**src/rtl/dds_lut_scheduler.sv**
```systemverilog
// dds_lut_scheduler: round-robin sharing of one registered-read sine memory between
// NUM_CH phase-accumulator channels. One slot per channel: hold the address for the
// memory latency, then capture the returned sample and advance that channel's phase.
module dds_lut_scheduler #(
  parameter int unsigned NUM_CH      = 4,
  parameter int unsigned ACC_W       = 24,
  parameter int unsigned ROM_LATENCY = 2
) (
  input  logic                      clk,
  input  logic                      reset,
  input  logic                      enable,
  input  logic                      cfg_we,
  input  logic [$clog2(NUM_CH)-1:0] cfg_ch,
  input  logic [ACC_W-1:0]          cfg_freq,
  input  logic                      phase_sync,
  output logic [8:0]                rom_addr,
  input  logic [9:0]                rom_data,
  output logic [9:0]                sample_out,
  output logic [$clog2(NUM_CH)-1:0] sample_ch,
  output logic                      sample_valid,
  output logic                      frame_done,
  output logic                      busy
);

  localparam int unsigned ChW   = $clog2(NUM_CH);
  localparam int unsigned WaitW = (ROM_LATENCY > 1) ? $clog2(ROM_LATENCY) : 1;
  localparam logic [WaitW-1:0] LastWait = WaitW'(ROM_LATENCY - 1);
  localparam logic [ChW-1:0]   LastCh   = ChW'(NUM_CH - 1);

  typedef enum logic [1:0] {StIdle, StHold, StCapture} state_e;

  state_e             state_q, state_d;
  logic [WaitW-1:0]   wait_q, wait_d;
  logic [ChW-1:0]     ch_ptr_q, ch_ptr_d, next_ptr;
  logic [8:0]         rom_addr_q, rom_addr_d;
  logic [9:0]         sample_out_q, sample_out_d;
  logic [ChW-1:0]     sample_ch_q, sample_ch_d;
  logic               sample_valid_q, sample_valid_d;
  logic               frame_done_q, frame_done_d;
  logic [ACC_W-1:0]   phase_q [NUM_CH];
  logic [ACC_W-1:0]   phase_d [NUM_CH];
  logic [ACC_W-1:0]   freq_q  [NUM_CH];
  logic [ACC_W-1:0]   freq_d  [NUM_CH];

  // Next-state: slot sequencing, sample capture, phase advance, config and sync.
  always_comb begin
    state_d        = state_q;
    wait_d         = wait_q;
    ch_ptr_d       = ch_ptr_q;
    rom_addr_d     = rom_addr_q;
    sample_out_d   = sample_out_q;
    sample_ch_d    = sample_ch_q;
    sample_valid_d = 1'b0;
    frame_done_d   = 1'b0;
    phase_d        = phase_q;
    freq_d         = freq_q;
    next_ptr       = (ch_ptr_q == LastCh) ? '0 : ch_ptr_q + ChW'(1);

    unique case (state_q)
      StIdle: begin
        if (enable) begin
          state_d    = StHold;
          rom_addr_d = phase_q[ch_ptr_q][ACC_W-1 -: 9];
          wait_d     = '0;
        end
      end
      StHold: begin
        wait_d = wait_q + WaitW'(1);
        if (wait_q == LastWait) state_d = StCapture;
      end
      StCapture: begin
        sample_out_d      = rom_data;
        sample_ch_d       = ch_ptr_q;
        sample_valid_d    = 1'b1;
        frame_done_d      = (ch_ptr_q == LastCh);
        // Uses the pre-write freq, so a same-cycle cfg_we lands from the next capture.
        phase_d[ch_ptr_q] = phase_q[ch_ptr_q] + freq_q[ch_ptr_q];
        ch_ptr_d          = next_ptr;
        if (enable) begin
          state_d    = StHold;
          rom_addr_d = phase_q[next_ptr][ACC_W-1 -: 9];
          wait_d     = '0;
        end else begin
          state_d = StIdle;
        end
      end
      default: state_d = StIdle;
    endcase

    if (cfg_we) freq_d[cfg_ch] = cfg_freq;
    // Sync overrides the capture add; the capture itself is unaffected.
    if (phase_sync) begin
      for (int i = 0; i < NUM_CH; i++) phase_d[i] = '0;
    end
  end

  // State and registered outputs, synchronous active-high reset.
  always_ff @(posedge clk) begin
    if (reset) begin
      state_q        <= StIdle;
      wait_q         <= '0;
      ch_ptr_q       <= '0;
      rom_addr_q     <= '0;
      sample_out_q   <= 10'd511;
      sample_ch_q    <= '0;
      sample_valid_q <= 1'b0;
      frame_done_q   <= 1'b0;
      for (int i = 0; i < NUM_CH; i++) begin
        phase_q[i] <= '0;
        freq_q[i]  <= '0;
      end
    end else begin
      state_q        <= state_d;
      wait_q         <= wait_d;
      ch_ptr_q       <= ch_ptr_d;
      rom_addr_q     <= rom_addr_d;
      sample_out_q   <= sample_out_d;
      sample_ch_q    <= sample_ch_d;
      sample_valid_q <= sample_valid_d;
      frame_done_q   <= frame_done_d;
      phase_q        <= phase_d;
      freq_q         <= freq_d;
    end
  end

  assign rom_addr     = rom_addr_q;
  assign sample_out   = sample_out_q;
  assign sample_ch    = sample_ch_q;
  assign sample_valid = sample_valid_q;
  assign frame_done   = frame_done_q;
  assign busy         = (state_q != StIdle);

endmodule

```
**config.mk**
```make
export PLATFORM = sky130hd
export DESIGN_NAME = dds_lut_scheduler
export DESIGN_NICKNAME = d
export VERILOG_FILES = /design/src/rtl/dds_lut_scheduler.sv
export SDC_FILE = /design/constraint.sdc
export NUM_CORES = 1
export LEC_CHECK = 0
export CAP_MARGIN = 20
export CORE_MARGIN = 2
export CORE_UTILIZATION = 52
export CTS_CLUSTER_DIAMETER = 80
export DETAILED_ROUTE_END_ITERATION = 10
export GPL_TIMING_DRIVEN = 1
export HOLD_SLACK_MARGIN = 0.15
export PLACE_DENSITY = 0.71
export SYNTH_ARGS = -nofsm -noshare
export SYNTH_HDL_FRONTEND = slang
export SYNTH_SLANG_ARGS = --single-unit
```
**constraint.sdc**
```tcl
create_clock -name clk -period 3.4 [get_ports clk]
set_clock_uncertainty 0.2 [all_clocks]
set_input_delay 0.68 -clock clk [delete_from_list [all_inputs] [get_ports clk]]
set_output_delay 0.68 -clock clk [all_outputs]
set_load 0.01 [all_outputs]
```
==> impl_metrics.toml <==
[status]
status = "complete, no violations"

[finish]
nFillCells = 1634
layout-drive-gt1-share_pct = 16.6
multi_input_area_um2 = 5840
n_antenna_cell = 0
final_core_util_pct = 65.5
final_nets = 1358
register_area_um2 = 4410
syn_to_final_growth_pct = 22.6

[setup_path]
cp_num_buf_inv = 2
cp.required_ns = 3.61
crit_path_max_incr_delay_ns = 0.57
worstSetupEndpointType = "flip-flop"
path_cells = "mux4_2, ha_2, inv_1, fa_2, nor2b_1, o2111a_2, o31ai_4, nand3_4, a211oi_4, buf_6, or4_1, nand3_1"
critPathLaunchType = "flip-flop"
crit_fanout = 8
path_class = "flip-flop to flip-flop"
crit_family = "compound AO/OA/AOI/OAI gates"
slowest_stage = "mux4_2"
cp.arrival_ns = 3.54

[sta]
relSlewSlack_pct = 32.6
fin_crit_sh_pct = 98.0
slew_violations = 0
max_freq_ghz = 0.300
finalSetupViolCount = 0
min_period_ns = 3.33
rsz0062_at_grt = "yes"
layout_setup_ws_ns = 0.0689
finalHoldViolCount = 0
worst_slew_pin_slew_ns = 1.01

[placement]
gp_congestion = 1.00
io_buffer_count = 64
dp_slack_ns = -0.0401
dp_hpwl_mm = 18.8

[logic_synthesis]
ys_seq_elements = 220
synth_ff_type = "dfxtp_1"
synth_compound_area_share_pct = 15.5
synth-xor-area-share_pct = 1.17
synthTopCellsByArea = "dfxtp_1, mux4_2, nand2_1"
synthTopCellsByCount = "nand2_1, dfxtp_1, a21oi_1"
ys_seq_area_share_pct = 42.1
synth.distinct_cells = 55
synth_mux_area_share_pct = 12.5
synthArstFlopShare_pct = 0
yosys.area.top_type_share_pct = 42.1
netlist_area_um2 = 10500
yosysMostFrequentCell = "nand2_1"
yosys.area_share.adder_pct = 3.42
yosys_warnings = 0
synth_simple_gate_area_share_pct = 21.7
synthCells = 1217
synth_top_family_by_area = "simple AND/OR/NAND/NOR gates"
synthesis.nets = 1286
synth_top_area_cell = "dfxtp_1"
synth_edf_count = 0
syn_area_per_cell_um2 = 8.60

[drt]
vias = 9219
routed_wl_mm = 28.3
avgViaCountPerCell = 5.87
antenna_left = 0
drcViolationCount = 0
firstDrtPassIters = 5
avgRoutedWirePerCell_um = 18.0
drtIter0Drc = 754

[clocking]
clockRootBuffer = "clkbuf_16"
cts_max_path_buffers = 3
numCtsBuffers = 25
cts_hold_buf = 0
clkSlewWorstSetupHoldPaths_ns = 0.06
clkSinkCount = 220
cts_tree = "built"
clk_latency_ns = 0.52
h-tree-depth = 1

[global_route]
grt_max_degree = 120
grt_overflow = 0
track_usage_pct = 25.7
antenna_found_initial = 0
grt_pass1_wl_mm = 45.4
grt_pass1_vias = 8789

[floorplanning]
die_w_um = 146
start_util_pct = 53.4
die_area_um2 = 21300
boundaryPins = 65
die_h_um = 146
rows = 51
core_area_um2 = 19600

[pwr]
power_leakage_nw = 4.49
power.density_nw_per_um2 = 470
vdd_drop_max_v = 0.000464

[run]
drv_cap = 0

[min_path]
hp-class = "input port to flip-flop"
[sequential cells by signal, summed over array words and instances, names as in the netlist]
register / flops
sample_out: 10
sample_valid: 1
sample_ch: 2
phase_q: 96
state_q: 2
freq_q: 96
rom_addr: 9
frame_done: 1
wait_q: 1
ch_ptr_q: 2
[cell usage in the layout, fill, tap and decap left out, types with 4 or more instances in the layout]
master,netlist,final
a21oi_1,161,159
a211oi_1,18,16
a21o_1,10,10
nor2_1,53,52
o211ai_1,6,6
xor2_1,6,6
bufinv_16,0,6
nand3b_1,9,9
or4_1,8,8
nand2_1,331,331
nand3_1,63,63
clkbuf_8,0,5
a311oi_1,7,7
mux4_2,57,57
clkdlybuf4s50_1,0,63
dfxtp_1,220,218
clkbuf_16,0,26
o21ai_0,29,28
a21oi_2,2,4
buf_4,0,64
xnor2_1,8,6
inv_1,8,8
nand2b_1,7,7
nand4_1,16,16
and2_1,4,4
ha_4,0,5
o21ai_1,11,9
or2_2,5,5
buf_12,0,7
nor3_1,11,10
o21a_1,7,7
ha_1,27,20
[final cells by class]
cell class,count,share of cell area (%)
clock buffers,33,5.50
flip-flops and latches,220,34.4
repair buffers,137,10.1
well taps,265,2.58
inverters,8,0.234
clock inverters,11,1.72
multi-input cells,897,45.5
[metrics by stage]
step,hold WS [ns],std cells,power (mW),area [um2],TNS (ns)
after floorplan,0.233,1217,2.90,10500,0
after global placement,0.239,1523,3.07,11700,0
after detailed placement,0.247,1523,3.07,11700,-0.114
after CTS,0.233,1567,6.05,12600,0
after global routing,0.241,1571,6.21,12800,-0.0964
final,0.243,1571,6.03,12800,0
[final timing paths]
kind	start	to	slack, ns	depth (start not counted)
worst max-delay path	ch_ptr_q[0]	phase_q[92]	0.07	12
worst min-delay path	reset	rom_addr[8]	0.24	2
worst max register to register	ch_ptr_q[0]	phase_q[92]	0.07	12
worst min register to register	freq_q[10]	freq_q[10]	0.25	2
[timing repair]
item                       CTS  global route
cloned                       0             1
setup buffers                0             3
pin swaps                    0             8
resized for setup            2            27
setup endpoints to repair    4            28
[metal layers]
layer	vias to the layer above	share of wire [%]	GRT usage, %
met2	351	47	42.0
met3	42	7.2	3.17
met5	-	0	0
met1	4390	44	36.9
li1	4436	-	-
met4	0	1.8	5.64
[cells by family after synthesis]
family                   after synthesis
flip-flops                           220
AND/OR/NAND/NOR                      524
adder cells (fa/ha/maj)               28
buffers and inverters                100
multiplexers                          59
AO/OA/AOI/OAI                        272
XOR/XNOR                              14
[where the power goes]
group | internal [mW] | switching, mW | total [mW]
clock | 1.91 | 1.09 | 3.00
combinational | 0.161 | 0.211 | 0.372
sequential | 2.63 | 0.0279 | 2.65
total | 4.70 | 1.33 | 6.03
Power figures use the tool's default switching activity.
